$ cat config.mk
export PLATFORM = sky130hd
export DESIGN_NAME = instr_encoder
export DESIGN_NICKNAME = d
export VERILOG_FILES = /design/src/rtl/instr_enc_pkg.sv /design/src/rtl/instr_enc_field.sv /design/src/rtl/instr_encoder.sv
export SDC_FILE = /design/constraint.sdc
export NUM_CORES = 1
export LEC_CHECK = 0
export ABC_AREA = 1
export CORE_UTILIZATION = 40
export CTS_CLUSTER_DIAMETER = 60
export CTS_CLUSTER_SIZE = 20
export DETAILED_ROUTE_END_ITERATION = 10
export GPL_ROUTABILITY_DRIVEN = 0
export PLACE_DENSITY = 0.75
export SLEW_MARGIN = 5
export SYNTH_ARGS = -nofsm -noshare
export SYNTH_HDL_FRONTEND = slang
export SYNTH_SLANG_ARGS = --single-unit
$ cat constraint.sdc
create_clock -name clk -period 2.5 [get_ports clk]
set_input_delay 0.5 -clock clk [delete_from_list [all_inputs] [get_ports clk]]
set_output_delay 0.5 -clock clk [all_outputs]
set_load 0.01 [all_outputs]
$ cat src/rtl/instr_enc_pkg.sv
// instr_enc_pkg: shared types and constants for the MIPS instruction encoder.
//   mnem_e      - 4-bit mnemonic index on the encoder's input bus
//   OP_*/FN_*   - primary opcode and function-field constants
//   enc_state_e - output-register FSM state
//   enc_r/enc_i - field packers for R-type and I-type words
// Optional feature: INSTR_ENC_LI_EN (enables the two-word li pseudo-op).
package instr_enc_pkg;

  typedef enum logic [3:0] {
    MnAddu = 4'd0,
    MnSubu = 4'd1,
    MnXor  = 4'd2,
    MnNor  = 4'd3,
    MnJr   = 4'd4,
    MnJalr = 4'd5,
    MnClo  = 4'd6,
    MnClz  = 4'd7,
    MnOri  = 4'd8,
    MnLw   = 4'd9,
    MnSw   = 4'd10,
    MnBeq  = 4'd11,
    MnLui  = 4'd12,
    MnJ    = 4'd13,
    MnJal  = 4'd14,
    MnLi   = 4'd15
  } mnem_e;

  localparam logic [5:0] OP_SPECIAL  = 6'h00;
  localparam logic [5:0] OP_SPECIAL2 = 6'h1C;
  localparam logic [5:0] OP_ORI      = 6'h0D;
  localparam logic [5:0] OP_LW       = 6'h23;
  localparam logic [5:0] OP_SW       = 6'h2B;
  localparam logic [5:0] OP_BEQ      = 6'h04;
  localparam logic [5:0] OP_LUI      = 6'h0F;
  localparam logic [5:0] OP_J        = 6'h02;
  localparam logic [5:0] OP_JAL      = 6'h03;

  localparam logic [5:0] FN_ADDU = 6'h21;
  localparam logic [5:0] FN_SUBU = 6'h23;
  localparam logic [5:0] FN_XOR  = 6'h26;
  localparam logic [5:0] FN_NOR  = 6'h27;
  localparam logic [5:0] FN_JR   = 6'h08;
  localparam logic [5:0] FN_JALR = 6'h09;
  localparam logic [5:0] FN_CLO  = 6'h21;
  localparam logic [5:0] FN_CLZ  = 6'h20;

  typedef enum logic [1:0] {
    StIdle = 2'd0,
    StFull = 2'd1,
    StLi2  = 2'd2
  } enc_state_e;

  function automatic logic [31:0] enc_r(input logic [5:0] op, input logic [4:0] rs,
                                        input logic [4:0] rt, input logic [4:0] rd,
                                        input logic [5:0] fn);
    return {op, rs, rt, rd, 5'd0, fn};
  endfunction

  function automatic logic [31:0] enc_i(input logic [5:0] op, input logic [4:0] rs,
                                        input logic [4:0] rt, input logic [15:0] imm);
    return {op, rs, rt, imm};
  endfunction

endpackage

$ cat src/rtl/instr_enc_field.sv
// instr_enc_field: combinational mnemonic + fields -> 32-bit machine word.
// Ports:
//   i_mnem          mnemonic index (see mnem_e)
//   i_rs/i_rt/i_rd  register fields
//   i_imm           immediate / jump target / li constant
//   o_word          encoded (first) word
//   o_err           unsupported mnemonic; o_word is zero in that case
//   o_is_li         request expands to two words
//   o_word2         second li word (ori rt, rt, imm[15:0])
// Optional feature: INSTR_ENC_LI_EN (mnemonic 15 encodes as li).
module instr_enc_field
  import instr_enc_pkg::*;
(
  input  logic [3:0]  i_mnem,
  input  logic [4:0]  i_rs,
  input  logic [4:0]  i_rt,
  input  logic [4:0]  i_rd,
  input  logic [31:0] i_imm,
  output logic [31:0] o_word,
  output logic        o_err,
  output logic        o_is_li,
  output logic [31:0] o_word2
);

  mnem_e w_mnem;
  assign w_mnem = mnem_e'(i_mnem);

  always_comb begin
    o_word  = '0;
    o_err   = 1'b0;
    o_is_li = 1'b0;
    o_word2 = enc_i(OP_ORI, i_rt, i_rt, i_imm[15:0]);
    case (w_mnem)
      MnAddu: o_word = enc_r(OP_SPECIAL, i_rs, i_rt, i_rd, FN_ADDU);
      MnSubu: o_word = enc_r(OP_SPECIAL, i_rs, i_rt, i_rd, FN_SUBU);
      MnXor:  o_word = enc_r(OP_SPECIAL, i_rs, i_rt, i_rd, FN_XOR);
      MnNor:  o_word = enc_r(OP_SPECIAL, i_rs, i_rt, i_rd, FN_NOR);
      MnJr:   o_word = enc_r(OP_SPECIAL, i_rs, 5'd0, 5'd0, FN_JR);
      MnJalr: o_word = enc_r(OP_SPECIAL, i_rs, 5'd0, i_rd, FN_JALR);
      // SPECIAL2 count ops carry rd in the rt slot as well.
      MnClo:  o_word = enc_r(OP_SPECIAL2, i_rs, i_rd, i_rd, FN_CLO);
      MnClz:  o_word = enc_r(OP_SPECIAL2, i_rs, i_rd, i_rd, FN_CLZ);
      MnOri:  o_word = enc_i(OP_ORI, i_rs, i_rt, i_imm[15:0]);
      MnLw:   o_word = enc_i(OP_LW, i_rs, i_rt, i_imm[15:0]);
      MnSw:   o_word = enc_i(OP_SW, i_rs, i_rt, i_imm[15:0]);
      MnBeq:  o_word = enc_i(OP_BEQ, i_rs, i_rt, i_imm[15:0]);
      MnLui:  o_word = enc_i(OP_LUI, 5'd0, i_rt, i_imm[15:0]);
      MnJ:    o_word = {OP_J, i_imm[25:0]};
      MnJal:  o_word = {OP_JAL, i_imm[25:0]};
`ifdef INSTR_ENC_LI_EN
      MnLi: begin
        o_word  = enc_i(OP_LUI, 5'd0, i_rt, i_imm[31:16]);
        o_is_li = 1'b1;
      end
`else
      MnLi:   o_err = 1'b1;
`endif
      default: o_err = 1'b1;
    endcase
  end

`ifndef INSTR_ENC_LI_EN
  // Only li consumes imm[31:26].
  logic w_unused_imm;
  assign w_unused_imm = ^i_imm[31:26];
`endif

endmodule

$ cat src/rtl/instr_encoder.sv
// instr_encoder: sequential MIPS instruction encoder for the boot/test loader.
// Accepts one symbolic instruction per handshake and emits the machine word with its
// instruction-memory byte address.
// Ports:
//   clk, rst_n        clock / asynchronous active-low reset
//   restart           synchronous: drop pending word, reload address to BASE_ADDR
//   in_valid/in_ready request handshake; in_mnem, in_rs, in_rt, in_rd, in_imm fields
//   out_valid/out_ready word handshake; out_word, out_addr, out_err (registered)
// Parameter: BASE_ADDR, byte address of the first emitted word.
// Optional feature: INSTR_ENC_LI_EN (li pseudo-op, LI2 state).
module instr_encoder
  import instr_enc_pkg::*;
#(
  parameter logic [31:0] BASE_ADDR = 32'h0000_3000
) (
  input  logic        clk,
  input  logic        rst_n,
  input  logic        restart,
  input  logic        in_valid,
  output logic        in_ready,
  input  logic [3:0]  in_mnem,
  input  logic [4:0]  in_rs,
  input  logic [4:0]  in_rt,
  input  logic [4:0]  in_rd,
  input  logic [31:0] in_imm,
  output logic        out_valid,
  input  logic        out_ready,
  output logic [31:0] out_word,
  output logic [31:0] out_addr,
  output logic        out_err
);

  enc_state_e  r_state;
  logic [31:0] r_word;
  logic [31:0] r_addr;
  logic        r_err;

  logic [31:0] w_word;
  logic [31:0] w_word2;
  logic        w_err;
  logic        w_is_li;
  logic        w_in_fire;
  logic        w_out_fire;
  enc_state_e  w_load_state;

  instr_enc_field u_field (
    .i_mnem  (in_mnem),
    .i_rs    (in_rs),
    .i_rt    (in_rt),
    .i_rd    (in_rd),
    .i_imm   (in_imm),
    .o_word  (w_word),
    .o_err   (w_err),
    .o_is_li (w_is_li),
    .o_word2 (w_word2)
  );

`ifdef INSTR_ENC_LI_EN
  logic [31:0] r_pend;
  assign w_load_state = w_is_li ? StLi2 : StFull;
`else
  assign w_load_state = StFull;
  logic w_unused_li;
  assign w_unused_li = w_is_li ^ (^w_word2);
`endif

  // A new request fits when the register is empty or is being drained this cycle;
  // restart always wins over acceptance.
  always_comb begin
    in_ready = 1'b0;
    if (!restart) begin
      case (r_state)
        StIdle:  in_ready = 1'b1;
        StFull:  in_ready = out_ready;
        default: in_ready = 1'b0;
      endcase
    end
  end

  assign out_valid  = (r_state != StIdle);
  assign out_word   = r_word;
  assign out_addr   = r_addr;
  assign out_err    = r_err;
  assign w_in_fire  = in_valid & in_ready;
  assign w_out_fire = out_valid & out_ready & ~restart;

  always_ff @(posedge clk or negedge rst_n) begin
    if (!rst_n) begin
      r_state <= StIdle;
      r_word  <= '0;
      r_err   <= 1'b0;
      r_addr  <= BASE_ADDR;
`ifdef INSTR_ENC_LI_EN
      r_pend  <= '0;
`endif
    end else if (restart) begin
      r_state <= StIdle;
      r_addr  <= BASE_ADDR;
    end else begin
      if (w_out_fire) begin
        r_addr <= r_addr + 32'd4;
      end
      // Acceptance only happens in IDLE or in FULL while draining, so loading here
      // also covers the back-to-back case.
      if (w_in_fire) begin
        r_word  <= w_word;
        r_err   <= w_err;
        r_state <= w_load_state;
`ifdef INSTR_ENC_LI_EN
        r_pend  <= w_word2;
`endif
      end else if (w_out_fire) begin
`ifdef INSTR_ENC_LI_EN
        if (r_state == StLi2) begin
          r_word  <= r_pend;
          r_err   <= 1'b0;
          r_state <= StFull;
        end else begin
          r_state <= StIdle;
        end
`else
        r_state <= StIdle;
`endif
      end
    end
  end

endmodule

== After elaboration in Yosys (flattened, before gate mapping) ==
Index checks and enable logic that the tools add are counted.
Storage, ports and cells
  register bits: 67
  output and inout port bits: 67
  word-level logic and storage cells: 40
Operators by class
  add/subtract/negate cells: 1
  equality and inequality tests: 16
  multiplexer cells: 9
  bitwise logic cells: 4
  reductions and logical operators: 6
Operator list (number)
  $pmux W32 S15: 1
  $mux W32: 2
  $add A32 B3 Y32 const B: 1
  $eq A4 B4 Y1 const B: 8
  $eq A4 B3 Y1 const B: 4
  $eq A4 B2 Y1 const B: 2
  $mux W2: 3
  $eq A4 B1 Y1 const B: 1
  $logic_not A4 Y1: 1
  $reduce_bool A2 Y1: 2
  $and A1 B1 Y1: 3
  $reduce_bool A3 Y1: 1
  $eq A2 B1 Y1 const B: 1
  $logic_not A2 Y1: 1
  $mux W1: 2
  $pmux W1 S2: 1
  $reduce_and A2 Y1: 1
  $not A1 Y1: 1

== Logic depth before layout (Yosys ltp) ==
  word-level depth: 6
  gate-level depth with buffers: 10
  gate-level depth less buffers: 10

== Hierarchy ==
From an unflattened synthesis, not the netlist that was laid out.
Unflattened totals
  cells, all modules: 498
  area total of the unflattened synthesis: 3928.8 µm²
By module, submodules not included
  instr_encoder: instances 1, cells each 342, area an instance 3088.0 µm², seq. area each 1604.0 µm²
  instr_enc_field: instances 1, cells each 156, area an instance 840.8 µm², seq. area each 0.0 µm²

== Least setup slack after synthesis ==
Ideal clock, no wire load.
  kind: reg-to-reg
  start point: register r_addr[3] (netlist: out_addr[3])
  end point: register r_addr[16] (netlist: out_addr[16])
  arrival: 1.340 ns
  setup slack: 1.044 ns
  stages on the path, launching flop included: 11
  clock period less this slack: 1.456 ns
  cell sequence: dfrtp_1 > ha_1 > nand2_1 > nor2_4 > nand2_2 > nor2_4 > inv_2 > nor2_2 > nand2_1 > nand2_1 > nor2_1
Between the ends
  word-level cells in the longest chain between the ends: 3
RTL lines
  start: declaration: RTL line instr_encoder.sv:35  | logic [31:0] r_addr;
  start signal: assignment: RTL line instr_encoder.sv:101  | r_addr <= r_addr + 32'd4;
  $add A32 B3 Y32: RTL line instr_encoder.sv:101
  $mux W32: RTL line instr_encoder.sv:100  | if (w_out_fire) begin
  $mux W32: RTL line instr_encoder.sv:96  | end else if (restart) begin
Every way passes these cells. The select of a mux whose other input is x is not followed.
A chain may end at the register's enable or synchronous reset.

== Final worst setup path ==
  start point: input port out_ready
  end point: output port in_ready
Between the ends
  word-level cells in the longest chain between the ends: 2
RTL lines
  start: declaration: RTL line instr_encoder.sv:27  | input logic out_ready,
  $pmux W1 S2: RTL line instr_encoder.sv:72  | case (r_state)
  $mux W1: RTL line instr_encoder.sv:71  | if (!restart) begin
  end: declaration: RTL line instr_encoder.sv:20  | output logic in_ready,
Every way passes these cells.

==> run metrics <==
CTS sink cnt 64; count of distinct cell types in the synthesized netlist 32; final hold vios 0; fill cell total of the finished layout 738; detailed-route DRC error count 0; overall die area 9060 sq um; Data arrival, critical path 1.80 ns; simple-gate share of the synthesized area 34.2%; total design power 2.70 mW; input/output buffers 114; area inside the core boundary 8300 sq um; Skew-Pair Late Insertion Delay 0.34 ns; Fin Clk Skew 0.00713 ns; status complete, no violations; Setup crit end kind primary output; power density cells 542 nW/um^2; ratio of cells with drive above 1 in the final layout 8.00%; share of the synthesized area in compound gates (AO/OA/AOI/OAI) 12.0%; top library cells by usage in the layout, fill and taps aside nand2_1 (144), clkdlybuf4s50_1 (113), nor2_1 (72); Reg area 1600 sq um; worst hold path class input port to async pin; main combinational cell family by area after synthesis simple AND/OR/NAND/NOR gates; Mapped Avg Cell Area 7.33 sq um; post-cts gate resize count 0; final period utilization 91.9%; largest vdd supply drop 0.292 mV; relative area change from synthesis to final layout 43.1%; initial standard-cell utilization of the core 41.9%; total number of placement rows 33; static leakage 2.21 nW; fin area 4970 sq um; pin count of the biggest net entering global routing 65; multiplexer fraction of the synthesized cell area 0%; remaining global-route overflow 0; first drt pass iteration count 5; Yosys reg bits 64; CTS tree yes; multi-input combinational cell area 1620 sq um; total inserted antenna cells 0; required time of the critical path 2.00 ns; floorplan die height 95.2 um; ANT nets after route 0; number of antenna violations at the first check in global routing 0; clock slew at reported path FFs 0.07 ns; largest driver fanout on the critical path 2; number of buffers on the longest clock path 2; summed negative setup slack over all endpoints 0 ns; CTS Buf Count 9; sequential cell area fraction in the yosys report 46.2%; final layout net count 652; H-tree level count 3; Post-DP Area 4740 sq um; post-DR wirelength/cell 13.3 um; WL final 9.38 mm; Die X 95.2 um; Highest Clock Rate 435 MHz; vias after detailed routing 3586; Synth Area in Adders 0.360%; cell at the root of the clock tree clkbuf_8; summed instance area of the synthesized netlist 3470 sq um; number of DRC markers after the initial detailed-route iteration 149; final max-slew violation count 0; hold-fix buffers at CTS 0; estimated wirelength of the detail-placed design 7.14 mm; Crit Path Class input port to primary output; leading cell type in the layout, fill and taps excluded nand2_1; buffers inserted by post-CTS timing repair 0; Startpoint Class input port; instance count of the mapped netlist 474; count of endpoints failing setup in the final report 0; average via count per standard cell 5.09; number of global-route vias before repair 3409; wire length of the first global-routing pass 15.5 mm; Ports 123; post-layout minimum cycle time 2.30 ns; max-capacitance violation count 0; yosys synthesis warning count 0; setup repair after global routing missed its margin no; global-route total usage across every layer 22.3%; xor-xnor portion of the synthesized cell area 0%
==> state kept, by name, summed over array words and instances (netlist names) <==
register  cells
out_addr     30
out_word     32
r_state       1
out_err       1
==> final cells by class <==
type	instances	share of cell area, %
Clock buffer	14	3.47
Clock inverter	2	1.21
Inverter	50	3.77
Multi-Input combinational cell	350	32.6
Sequential cell	64	32.3
Tap cell	105	2.64
Timing Repair Buffer	120	24.0
==> synth_stat cells <==
master	count	area (sq um)
o22ai_1	1	6.26
inv_1	45	169
a211oi_1	1	7.51
o211ai_1	1	7.51
nor2_1	72	270
nand4_1	9	56.3
nand3_1	28	140
nand2_1	144	541
buf_2	3	15.0
inv_2	5	18.8
a22o_1	8	70.1
nand3_2	2	20.0
conb_1	1	3.75
nor3_1	2	10.0
a22oi_1	5	37.5
nand2_2	6	37.5
dfrtp_1	62	1550
nor2_4	6	67.6
o21ai_0	22	110
clkbuf_1	2	7.51
ha_1	1	12.5
dfstp_2	2	52.6
o21ai_1	6	30.0
o31ai_1	1	7.51
buf_4	5	37.5
nand3b_1	1	7.51
a21oi_1	22	110
o21bai_1	1	7.51
nor2_2	6	37.5
buf_1	1	3.75
a31oi_1	2	12.5
o311ai_0	1	8.76
==> per-layer routing <==
metal / vias to the layer above / GRT usage (%) / share of wire, %
li1: 1768 / - / -
met1: 1645 / 26.0 / 41
met2: 155 / 37.9 / 49
met3: 18 / 5.98 / 7.4
met4: 0 / 10.4 / 2.2
met5: - / 0 / 0
==> power breakdown <==
part	total [mW]	internal, mW	leakage (nW)	switching, mW
registers	1.16	1.12	0.847	0.0486
clock network	1.03	0.645	0.117	0.388
logic	0.499	0.272	1.24	0.228
total	2.70	2.03	2.21	0.664
==> through the flow <==
step	util, %	setup slack, ns	instances	hold slack, ns
after global routing	59.9	0.0856	705	0.180
after floorplan	-	1.04	475	0.204
final	59.9	0.203	705	0.168
after global placement	57.1	0.199	689	0.464
after detailed placement	57.1	0.208	689	0.464
after CTS	59.9	0.196	705	0.171
==> cells by family (layout without fill, tap and decap cells) <==
group / count (synthesis) / after routing
other: 1 / 2
adders and majority gates: 1 / 1
DFF: 64 / 64
buffers and inverters: 61 / 186
AOI/OAI and AO/OA: 71 / 71
and+or+nand+nor: 276 / 276
==> critical path, stage by stage <==
cell,delay [ns]
clkdlybuf4s50_1,0.49
inv_1,0.05
nand2_1,0.08
inv_1,0.05
nor2_1,0.08
clkdlybuf4s50_1,0.54
==> path summary, 6_finish.rpt <==
path	startpoint	to	slack (ns)	cells past startpoint
setup / recovery	out_ready	in_ready	0.20	6
hold / removal	rst_n	out_addr[11]	0.17	2
setup reg to reg	out_addr[2]	out_addr[16]	0.91	10
hold reg to reg	out_word[18]	out_word[18]	0.48	2
max in group asynchronous	rst_n	out_addr[13]	2.04	2
min in group clk	out_word[18]	out_word[18]	0.48	2
Note: power is estimated with default switching activity, not from simulation.
